$ cat config.mk
export PLATFORM = sky130hd
export DESIGN_NAME = dac_i2s_stream_tx
export DESIGN_NICKNAME = d
export VERILOG_FILES = /design/src/rtl/dac_i2s_pkg.sv /design/src/rtl/sample_fifo.sv /design/src/rtl/dac_i2s_stream_tx.sv
export SDC_FILE = /design/constraint.sdc
export NUM_CORES = 1
export LEC_CHECK = 0
export CAP_MARGIN = 30
export CORE_MARGIN = 3
export CORE_UTILIZATION = 49
export CTS_BUF_LIST = sky130_fd_sc_hd__clkbuf_8 sky130_fd_sc_hd__clkbuf_16
export CTS_CLUSTER_DIAMETER = 150
export DETAILED_ROUTE_END_ITERATION = 7
export PLACE_DENSITY_LB_ADDON = 0.05
export SYNTH_ARGS = -nofsm -noshare
export SYNTH_HDL_FRONTEND = slang
export SYNTH_SLANG_ARGS = --single-unit
$ cat constraint.sdc
create_clock -name i_BCLK -period 3.5 [get_ports i_BCLK]
set_input_delay 0.7 -clock i_BCLK [delete_from_list [all_inputs] [get_ports i_BCLK]]
set_output_delay 0.7 -clock i_BCLK [all_outputs]
set_load 0.005 [all_outputs]
$ cat src/rtl/dac_i2s_pkg.sv
// Shared definitions for the I2S DAC transmit engine: slot FSM encodings and
// the bit-counter width helper.
package dac_i2s_pkg;

    localparam logic [1:0] S_IDLE  = 2'd0;
    localparam logic [1:0] S_LEFT  = 2'd1;
    localparam logic [1:0] S_RIGHT = 2'd2;

    function automatic int bit_cnt_width(input int data_w);
        return (data_w > 1) ? $clog2(data_w) : 1;
    endfunction

endpackage

$ cat src/rtl/sample_fifo.sv
// Synchronous first-word-fall-through FIFO holding packed stereo frames.
module sample_fifo #(
    parameter int W     = 32,
    parameter int DEPTH = 4,
    parameter int LVL_W = $clog2(DEPTH + 1)
) (
    input  logic             clk,
    input  logic             rst_n,
    input  logic             push,
    input  logic [W-1:0]     wdata,
    input  logic             pop,
    output logic [W-1:0]     rdata,
    output logic             full,
    output logic             empty,
    output logic [LVL_W-1:0] level
);

    localparam int PTR_W = $clog2(DEPTH);

    logic [W-1:0]     mem [DEPTH];
    logic [PTR_W-1:0] wptr;
    logic [PTR_W-1:0] rptr;
    logic             push_ok;
    logic             pop_ok;

    assign full    = (level == LVL_W'(DEPTH));
    assign empty   = (level == '0);
    assign push_ok = push && !full;
    assign pop_ok  = pop && !empty;
    assign rdata   = mem[rptr];

    always_ff @(posedge clk) begin
        if (push_ok) begin
            mem[wptr] <= wdata;
        end
    end

    // DEPTH is a power of two, so the pointers wrap by natural overflow.
    always_ff @(posedge clk) begin
        if (!rst_n) begin
            wptr  <= '0;
            rptr  <= '0;
            level <= '0;
        end else begin
            if (push_ok) begin
                wptr <= wptr + PTR_W'(1);
            end
            if (pop_ok) begin
                rptr <= rptr + PTR_W'(1);
            end
            unique case ({push_ok, pop_ok})
                2'b10:   level <= level + LVL_W'(1);
                2'b01:   level <= level - LVL_W'(1);
                default: level <= level;
            endcase
        end
    end

endmodule

$ cat src/rtl/dac_i2s_stream_tx.sv
// I2S transmit engine: buffers stereo frames and serialises them MSB-first on
// DACDAT, one BCLK after each codec LRCK edge, with mono and underrun support.
module dac_i2s_stream_tx
    import dac_i2s_pkg::*;
#(
    parameter int DATA_W     = 16,
    parameter int FIFO_DEPTH = 4,
    parameter int LVL_W      = $clog2(FIFO_DEPTH + 1)
) (
    input  logic              i_BCLK,
    input  logic              i_rst_n,
    input  logic              i_DACLRCK,
    input  logic              i_play,
    input  logic              i_mono,
    input  logic              i_valid,
    output logic              o_ready,
    input  logic [DATA_W-1:0] i_data_l,
    input  logic [DATA_W-1:0] i_data_r,
    output logic              o_DACDAT,
    output logic              o_underrun,
    output logic [LVL_W-1:0]  o_level
);

    localparam int CNT_W = bit_cnt_width(DATA_W);
    localparam logic [CNT_W-1:0] LAST_BIT = CNT_W'(DATA_W - 1);

    logic                lrck_q;
    logic                left_edge;
    logic                right_edge;
    logic [1:0]          state;
    logic [CNT_W-1:0]    cnt;
    logic [DATA_W-1:0]   shift_l;
    logic [DATA_W-1:0]   shift_r;
    logic [2*DATA_W-1:0] rdata;
    logic [DATA_W-1:0]   rd_l;
    logic [DATA_W-1:0]   rd_r;
    logic                fifo_full;
    logic                fifo_empty;
    logic                push;
    logic                pop;
    logic                cur_bit;

    assign left_edge  = lrck_q && !i_DACLRCK;
    assign right_edge = !lrck_q && i_DACLRCK;
    assign o_ready    = !fifo_full;
    assign push       = i_valid && o_ready;
    assign pop        = left_edge && i_play && !fifo_empty;
    assign rd_l       = rdata[2*DATA_W-1:DATA_W];
    assign rd_r       = rdata[DATA_W-1:0];
    assign cur_bit    = (state == S_LEFT) ? shift_l[DATA_W-1] : shift_r[DATA_W-1];

    sample_fifo #(
        .W     (2 * DATA_W),
        .DEPTH (FIFO_DEPTH),
        .LVL_W (LVL_W)
    ) u_fifo (
        .clk   (i_BCLK),
        .rst_n (i_rst_n),
        .push  (push),
        .wdata ({i_data_l, i_data_r}),
        .pop   (pop),
        .rdata (rdata),
        .full  (fifo_full),
        .empty (fifo_empty),
        .level (o_level)
    );

    // An LRCK edge always wins over an in-progress slot: the edge cycle
    // drives 0 and any unsent bits of the old slot are discarded.
    always_ff @(posedge i_BCLK) begin
        if (!i_rst_n) begin
            lrck_q     <= 1'b1;
            state      <= S_IDLE;
            cnt        <= '0;
            shift_l    <= '0;
            shift_r    <= '0;
            o_DACDAT   <= 1'b0;
            o_underrun <= 1'b0;
        end else begin
            lrck_q     <= i_DACLRCK;
            o_underrun <= left_edge && i_play && fifo_empty;
            if (left_edge) begin
                state    <= S_LEFT;
                cnt      <= '0;
                o_DACDAT <= 1'b0;
                if (pop) begin
                    shift_l <= rd_l;
                    shift_r <= i_mono ? rd_l : rd_r;
                end else begin
                    shift_l <= '0;
                    shift_r <= '0;
                end
            end else if (right_edge) begin
                state    <= S_RIGHT;
                cnt      <= '0;
                o_DACDAT <= 1'b0;
            end else if (state == S_LEFT || state == S_RIGHT) begin
                o_DACDAT <= i_play && cur_bit;
                if (state == S_LEFT) begin
                    shift_l <= {shift_l[DATA_W-2:0], 1'b0};
                end else begin
                    shift_r <= {shift_r[DATA_W-2:0], 1'b0};
                end
                if (cnt == LAST_BIT) begin
                    state <= S_IDLE;
                end
                cnt <= cnt + CNT_W'(1);
            end else begin
                state    <= S_IDLE;
                o_DACDAT <= 1'b0;
            end
        end
    end

endmodule

# Word-level counts from Yosys, hierarchy flattened
# Memories as Yosys holds them, arrays and structs flattened. A register that Yosys moved wholly into a read port is not among the register bits.
# Index checks and enable logic that the tools add are counted.
[totals] mem_bits_rw=128 mem_count=1 inputBits=38 reg_bits=48 output_inout_bits=6
[memory_table] name="u_fifo.mem" words=4 word_bits=32 rd=1 rd_ports_with_merged_regs=1 write_ports=1 line_no="sample_fifo.sv:20" text="logic [W-1:0] mem [DEPTH];"
[classes] n_reduce_logical=23 n_addsub=5 mux=21 n_bitwise=2 eq_ne=10
[op_table] operator="16-bit 2-to-1 mux" n=11
[op_table] operator="2-bit 2-to-1 mux" n=5
[op_table] operator="1-bit logical AND" n=9
[op_table] operator="3-bit one-hot mux with 2 select lines" n=1
[op_table] operator="3-bit AND reduction" n=2
[op_table] operator="2-bit nonzero test" n=3
[op_table] operator="2-bit by 1-bit adder with 2-bit output (second input constant)" n=2
[op_table] operator="4-bit by 1-bit adder with 4-bit output (second input constant)" n=1
[op_table] operator="2-bit by 1-bit == test with 1-bit output (second input constant)" n=2
[op_table] operator="2-bit == test (second input constant)" n=2
[op_table] operator="4-bit == test (second input constant)" n=1
[op_table] operator="1-bit logical NOT" n=4
[op_table] operator="1-bit 2-to-1 mux" n=4
[op_table] operator="2-bit != test (second input constant)" n=2
[op_table] operator="4-bit by 3-bit != test with 1-bit output (second input constant)" n=1
[op_table] operator="4-bit OR reduction" n=1
[op_table] operator="3-bit by 1-bit adder with 3-bit output (second input constant)" n=1
[op_table] operator="3-bit == test (second input constant)" n=1
[op_table] operator="3-bit logical NOT" n=1
[op_table] operator="3-bit by 2-bit != test with 1-bit output (second input constant)" n=1
[op_table] operator="3-bit OR reduction" n=1
[op_table] operator="3-bit by 1-bit subtractor with 3-bit output (second input constant)" n=1
[op_table] operator="1-bit NOT" n=2
[op_table] operator="2-bit OR reduction" n=1
[op_table] operator="1-bit logical OR" n=1

# Depth between registers and ports, before layout
# Gate-level depths: netlist (run 1).
[depth] word_depth=7 mapped_depth=10 mapped_depth_nobuf=9

# Hierarchy
# From an unflattened synthesis (run 1), not the netlist that was laid out.
[unflattened] cells_unflattened=442 area_unflattened_um2=7284.5
[by_module_without_submodules] mod="sample_fifo" cells_per_inst=221 seq_area_each_um2=4023.9 n_inst=1 area_per_inst_um2=5144.9
[by_module_without_submodules] mod="dac_i2s_stream_tx" cells_per_inst=221 seq_area_each_um2=820.8 n_inst=1 area_per_inst_um2=2139.6

# Worst setup path before layout (run 1)
# Ideal clock, no wire load.
[synth_path] kind="input port to flip-flop" start="in i_DACLRCK" end="reg u_fifo.level[2]" stages=10 t_required_ps=3429 arrival_ps=2617 setup_time_ps=71 slack_ps=813 cell_sequence="inv_1 ha_1 o311a_1 clkbuf_1 ha_1 inv_1 fa_1 xor2_1 or3_1 a21oi_1"
[synth_via] elab_chain_cells=7 elab_cells_between_ends=9 classes_between="eq/ne (2); mux (1); reduce/logical (6)"
[synth_lines] element="start: declaration" line_no="dac_i2s_stream_tx.sv:12" text="input logic i_DACLRCK,"
[synth_lines] element="1-bit logical NOT (*)" line_no="dac_i2s_stream_tx.sv:43" text="assign left_edge = lrck_q && !i_DACLRCK;"
[synth_lines] element="1-bit logical AND (*)" line_no="dac_i2s_stream_tx.sv:43"
[synth_lines] element="net left_edge" line_no="dac_i2s_stream_tx.sv:28" text="logic left_edge;"
[synth_lines] element="1-bit logical AND (*) (2 in series)" line_no="dac_i2s_stream_tx.sv:47" text="assign pop = left_edge && i_play && !fifo_empty;"
[synth_lines] element="1-bit logical AND (*)" line_no="sample_fifo.sv:29" text="assign pop_ok = pop && !empty;"
[synth_lines] element="net u_fifo.pop_ok" line_no="sample_fifo.sv:24" text="logic pop_ok;"
[synth_lines] element="2-bit by 1-bit == test with 1-bit output / 2-bit == test (equally long branches)" line_no="sample_fifo.sv:51" text="unique case ({push_ok, pop_ok})"
[synth_lines] element="3-bit one-hot mux with 2 select lines / 2-bit nonzero test (equally long branches)"
[synth_lines] element="end signal: assignment" line_no="sample_fifo.sv:52" text="2'b10: level <= level + LVL_W'(1);"
[synth_lines] element="end signal: assignment" line_no="sample_fifo.sv:53" text="2'b01: level <= level - LVL_W'(1);"
[synth_lines] element="end signal: assignment" line_no="sample_fifo.sv:54" text="default: level <= level;"
[synth_lines] element="end: declaration" line_no="sample_fifo.sv:15" text="output logic [LVL_W-1:0] level"
# The timed path passes the listed nets; every way through them passes the cells marked *.
# A chain may end at the register's enable or synchronous reset.

# Worst setup path in the final report (run 1)
[layout_path] start="in i_DACLRCK" end="reg shift_r[6]"
[layout_via] elab_chain_cells=6 elab_cells_between_ends=11 classes_between="eq/ne (2); mux (2); reduce/logical (7)"
[layout_lines] element="1-bit logical NOT (*)" line_no="dac_i2s_stream_tx.sv:43"
[layout_lines] element="1-bit logical AND (*)" line_no="dac_i2s_stream_tx.sv:43"
[layout_lines] element="net left_edge" line_no="dac_i2s_stream_tx.sv:28"
[layout_lines] element="1-bit logical AND (2 in series)" line_no="dac_i2s_stream_tx.sv:47"
[layout_lines] element="16-bit 2-to-1 mux" line_no="dac_i2s_stream_tx.sv:86" text="if (pop) begin"
[layout_lines] element="16-bit 2-to-1 mux" line_no="dac_i2s_stream_tx.sv:82" text="if (left_edge) begin"
[layout_lines] element="end signal: assignment" line_no="dac_i2s_stream_tx.sv:88" text="shift_r <= i_mono ? rd_l : rd_r;"
[layout_lines] element="end signal: assignment" line_no="dac_i2s_stream_tx.sv:102" text="shift_r <= {shift_r[DATA_W-2:0], 1'b0};"
[layout_lines] element="end: declaration" line_no="dac_i2s_stream_tx.sv:33" text="logic [DATA_W-1:0] shift_r;"
# Marks and branches as above.

==> impl_metrics.yaml, run 1 <==
final_layout:
  num-fill-cells: 1227
  nNetsFinal: 657
  areaGrowthSynthToFinish_pct: 15.8
  drive_gt1_share_pct: 11.3
  diodes: 0
clock_network:
  cts_buffers: 17
  postCtsResizedCells: 0
  cts.htree.levels: 4
  cts_tree: "done"
  post_cts_buffers: 0
  clk_latency_ns: 0.42
  ctsHoldBuffers: 0
  clk_pin_slew_worst_paths_ns: 0.06
  cts.root.buffer_cell: "clkbuf_16"
  clock_sinks: 178
  cts_buffer_depth: 2
sta:
  skew_ns: 0.00698
  tns_ns: 0
  slew_violations: 0
  period_share_pct: 72.3
  max_freq_mhz: 395
  slew_headroom_pct: 41.1
  setup_viol: 0
  worst_slew_pin_slew_ns: 0.884
  min_period_ns: 2.53
  hold_viol: 0
  rsz0062_at_grt: "no"
  holdWs_ns: 0.487
global_route:
  antenna_found_initial: 0
  grt-ovfl-total: 0
  track_usage_pct: 18.9
  grt_max_degree: 53
  grt_first_pass_wirelength_um: 25300
  grt_pass1_vias: 4789
drt:
  wl_um: 15800
  routed-via-count: 4730
  detail-route-antenna-nets: 0
  drc_errors: 0
  wire_per_inst_um: 19.0
  first_iter_violations: 302
  drt_first_pass_iters: 4
  routed_via_density: 5.69
power_and_ir_drop:
  power_density_mw_per_mm2: 545
  vdd_drop_max_uv: 389
  p_leak_uw: 0.00315
critical_path:
  reg2reg_from: "u_fifo.level[2]$_SDFFE_PN0P_"
  endpoint_kind: "register"
  crit_required_ns: 3.82
  path_class: "input port to register"
  cp.arrival_ns: 2.85
  crit_buf_inv: 3
  crit_path_start: "i_DACLRCK"
  crit_slowest_cell: "nand3_1"
  cp-start-kind: "input port"
  cp_max_fo: 20
  path_cells: "clkdlybuf4s50_1 > inv_1 > ha_1 > o311a_1 > buf_4 > nand3_1 > o32ai_1"
  crit_family: "buffers and inverters"
  max_stage_delay_ns: 0.54
floorplan:
  rows: 45
  core_mm2: 0.0153
  die_h_um: 131
  die_x_um: 131
  dieArea_mm2: 0.0173
  start_util_pct: 50.3
  io-pin-count: 44
logic_synthesis:
  yosys_warnings: 0
  ys_types: 47
  yosysTopAreaCell: "edfxtp_1"
  synth_fp_nets: 621
  synth_area_mm2: 0.00770
  synth_edf_count: 128
  synth_top_flop_cell: "edfxtp_1"
  ys_seq_elements: 178
  synth_top_area_share_pct: 49.9
  netlist_instances: 572
  seq_area_frac_synth_pct: 62.9
  synthTopCellsByArea: "edfxtp_1, dfxtp_1, mux2i_1, mux4_2, a22oi_1"
  synthArstFlopShare_pct: 0
  syn_area_per_cell_um2: 13.5
placement:
  gp_congestion: 0.767
  io_buffers: 43
  hpwl_um: 9860
hold_path:
  worstHoldStart: "shift_r[0]$_SDFFE_PN0P_"
  hp-class: "register to register"
run:
  max_cap_viol_count: 0
run_status:
  status: "complete, no violations"
## area by class of cell
type                       instances  area, µm²  area share (%)
clock buffer                      19        453            5.07
tap                              211        264            2.96
timing repair buffer              60        581            6.50
clock inverter                    13        146            1.64
inverter                          26       97.6            1.09
multi-input combinational        325       2540            28.4
sequential                       178       4850            54.3
## cell usage after synthesis (3+ instances only)
cell type and count:
a211o_1 14, a21oi_1 24, a22oi_1 41, a31oi_1 15, and3_1 4, buf_2 14, buf_4 6, clkbuf_1 17
dfxtp_1 50, edfxtp_1 128, ha_1 10, inv_1 24, mux2i_1 35, mux4_2 15, nand2_1 9, nand2b_1 3
nand3_1 5, nor2_1 43, nor2b_1 29, o21ai_0 17, o22a_1 15, o32ai_1 15, xnor2_1 3, xor2_1 5
## placed cells by master (no fill, tap or decap), drive strengths merged, types with 10 or more instances in the layout
cell           Yosys  routed
mux2i             35      35
a211o             14      14
edfxtp           128     128
buf               24      18
nor2b             29      29
clkbuf            19      19
dfxtp             50      50
a22oi             41      41
a31oi             15      15
ha                10      10
mux4              15      15
inv               24      28
a21oi             25      25
clkdlybuf4s50      0      42
o22a              15      15
o32ai             15      15
nor2              43      43
o21ai             17      17
## final timing paths
check | to | slack [ns] | cells after the start
worst max-delay path | shift_r[6]$_SDFFE_PN0P_ | 0.97 | 7
worst min register to register | shift_r[0]$_SDFFE_PN0P_ | 0.49 | 2
worst max register to register | u_fifo.level[2]$_SDFFE_PN0P_ | 1.08 | 9
worst min-delay path | shift_r[0]$_SDFFE_PN0P_ | 0.49 | 2
## power breakdown
| group | switching [µW] | total (µW) | leakage (µW) | internal (µW) |
|---|---|---|---|---|
| registers | 62.8 | 2450 | 0.00158 | 2390 |
| clock network | 754 | 1900 | 0.000302 | 1150 |
| logic | 283 | 515 | 0.00126 | 232 |
| total | 1100 | 4870 | 0.00315 | 3770 |
## metal layers
| layer | vias up | global-route usage [%] | wire length [µm] |
|---|---|---|---|
| met2 | 86 | 30.4 | 7610 |
| met3 | 16 | 4.40 | 518 |
| met4 | 0 | 7.00 | 221 |
| li1 | 2260 | - | - |
| met1 | 2368 | 25.4 | 7480 |
| met5 | - | 0 | 0 |
## through the flow
stage                     util (%)  instance area (µm²)  instances  total power, µW  setup WS, ns
after detailed placement      54.4                 8330        800             3020         0.516
after floorplan                  -                 7700        572             2820         0.813
final                         58.3                 8930        832             4870         0.970
after CTS                     58.3                 8930        832             4920         0.974
after global routing          58.3                 8930        832             5080         0.744
after global placement        54.4                 8330        800             3000         0.613
## cell families (layout without fill, tap and decap cells)
| family | count (synthesis) | in the layout | synth area share [%] |
|---|---|---|---|
| XOR/XNOR | 8 | 8 | 0.909 |
| flip-flops | 178 | 178 | 62.9 |
| AND/OR/NAND/NOR | 106 | 106 | 7.00 |
| adder cells (fa/ha/maj) | 11 | 11 | 1.88 |
| buffers and inverters | 69 | 118 | 4.22 |
| multiplexers | 52 | 52 | 9.22 |
| AO/OA/AOI/OAI | 148 | 148 | 13.9 |
## flip-flops by register name, indices dropped and copies added, names as in the netlist, 2 cells and up, named ones only
signal	cells
u_fifo.mem	128
shift_l	16
shift_r	16
cnt	4
u_fifo.level	3
state	2
u_fifo.rptr	2
u_fifo.wptr	2
## worst reg2reg max path: stages (launching register included)
cell and delay (ns):
dfxtp_1 0.40, or3b_1 0.44, and2_1 0.22, inv_1 0.08
ha_1 0.17, inv_1 0.06, fa_1 0.37, xor2_1 0.16
or3_1 0.31, a21oi_1 0.14
Note: power is estimated with default switching activity, not from simulation.
==> run 2: changes to the inputs <==
- clock period: 3.5 -> 2.6 ns (I/O delays scaled with it)
==> run 2 against run 1 <==
Via count shrank 0.63%. Clock-buffer cell count up 2. Final cell count is 0.96% higher. Sequential power is 34% higher. Critical path depth rose by 2. Critical path type is now register to register. Critical endpoint is now u_fifo.level[2]$_SDFFE_PN0P_. Largest cell class unchanged. Largest power group unchanged.
==> impl_metrics.yaml, run 2 (synthesis gave the netlist of run 1 again) <==
global_route:
  grt-ovfl-total: 0
  grt_pass1_vias: 4784
  grt_util_met2_pct: 30.1
  grt_first_pass_wirelength_um: 25300
  grt_max_degree: 53
  gr-usage-met3_pct: 3.79
  globalRouteMet1Util_pct: 25.6
  track_usage_pct: 18.5
  busiest_layer: "met2"
  antenna_found_initial: 0
final_layout:
  mostFrequentLayoutCell: "edfxtp_1"
  diodes: 0
  final_cell_mix: "edfxtp_1, dfxtp_1, nor2_1, clkdlybuf4s50_1, a22oi_1"
  drive_gt1_share_pct: 12.6
  stdcell_area_mm2: 0.00906
  regMostFlops: "u_fifo.mem"
  reg_top3: "u_fifo.mem x128, shift_l x16, shift_r x16"
  nNetsFinal: 665
  areaGrowthSynthToFinish_pct: 17.6
  largest_reg_flops: 128
floorplan:
  core_mm2: 0.0153
  die_x_um: 131
  die_h_um: 131
  start_util_pct: 50.3
  rows: 45
  io-pin-count: 44
  dieArea_mm2: 0.0173
sta:
  fin_ws_ns: 0.190
  skew_ns: 0.00523
  min_period_ns: 2.41
  period_share_pct: 92.7
  rsz0062_at_grt: "no"
  hold_viol: 0
  worst_slew_pin_slew_ns: 0.850
  holdWs_ns: 0.495
  setup_viol: 0
  max_freq_mhz: 415
  slew_headroom_pct: 43.3
  slew_violations: 0
clock_network:
  postCtsResizedCells: 0
  cts.htree.levels: 4
  cts_tree: "done"
  clock_sinks: 178
  cts.root.buffer_cell: "clkbuf_16"
  cts_buffers: 17
  clk_latency_ns: 0.42
  post_cts_buffers: 0
  clk_pin_slew_worst_paths_ns: 0.06
  ctsHoldBuffers: 0
  cts_buffer_depth: 2
critical_path:
  path_cells: "or3b_1 > and2_1 > inv_1 > ha_1 > inv_1 > fa_1 > xor2_1 > or3_1 > a21oi_1"
  ff2ff_setup_slack_ns: 0.19
  crit_slowest_cell: "or3b_1"
  cpMostUsedCell: "inv_1"
  cp.arrival_ns: 2.76
  endpoint_kind: "register"
  max_stage_delay_ns: 0.44
  path_class: "register to register"
  cp-start-kind: "register"
  crit_required_ns: 2.95
  reg2reg_depth: 9
  cp_max_fo: 6
run_status:
  status: "complete, no violations"
drt:
  detail-route-antenna-nets: 0
  drc_errors: 0
  routed-via-count: 4700
  drt_first_pass_iters: 4
  wire_per_inst_um: 18.3
  routed_via_density: 5.60
  wl_um: 15300
  first_iter_violations: 277
placement:
  pre_cts_ws_ns: -0.0624
  hpwl_um: 9450
  place_area_mm2: 0.00846
  io_buffers: 43
  gp_congestion: 0.761
power_and_ir_drop:
  power_uw: 6550
  p_leak_uw: 0.00321
  power_density_mw_per_mm2: 723
  vdd_drop_max_uv: 452
hold_path:
  hp-class: "register to register"
  whs_path_depth: 2
run:
  max_cap_viol_count: 0
-- run 2: cell count changes in the layout (fill, tap and decap cells not counted), sizes merged --
cell	change
bufinv	-1
inv	+1
buf	+8
clkinv	-2
clkbuf	+2
-- run 2: layer usage --
metal	share of wire [%]	up-vias
met2	48	82
met1	47	2334
li1	-	2269
met5	0	-
met3	3.3	15
met4	1.3	0
-- run 2: worst paths after layout --
path                                startpoint                      endpoint
hold / removal         shift_l[0]$_SDFFE_PN0P_       shift_l[0]$_SDFFE_PN0P_
setup reg to reg  u_fifo.level[2]$_SDFFE_PN0P_  u_fifo.level[2]$_SDFFE_PN0P_
hold reg to reg        shift_l[0]$_SDFFE_PN0P_       shift_l[0]$_SDFFE_PN0P_
setup / recovery  u_fifo.level[2]$_SDFFE_PN0P_  u_fifo.level[2]$_SDFFE_PN0P_
-- run 2: area by class of cell --
| type | instances | area, µm² |
|---|---|---|
| fill | 1258 | 6250 |
| sequential | 178 | 4850 |
| multi-input combinational | 325 | 2540 |
| timing repair buffer | 68 | 716 |
| clock buffer | 21 | 492 |
| tap | 211 | 264 |
| clock inverter | 11 | 110 |
| inverter | 26 | 97.6 |
-- run 2: critical path: cells and delay by family (launching register included) --
kind / cells / cell delay, ns
buf+inv: 2 / 0.13
flops: 1 / 0.40
simple gates: 3 / 0.96
compound gates: 1 / 0.14
xor+xnor: 1 / 0.16
fa+ha+maj: 2 / 0.53
-- run 2: where the power goes --
part	total [µW]	internal (µW)	switching [µW]
sequential	3280	3210	65.6
clock	2530	1540	998
combinational	737	340	397
-- run 2: metrics by stage --
| stage | std cells | TNS, ns | utilization (%) |
|---|---|---|---|
| after floorplan | 572 | 0 | - |
| after global placement | 808 | -0.00254 | 55.3 |
| after detailed placement | 808 | -0.0624 | 55.3 |
| after CTS | 840 | 0 | 59.2 |
| after global routing | 840 | 0 | 59.2 |
| final | 840 | 0 | 59.2 |
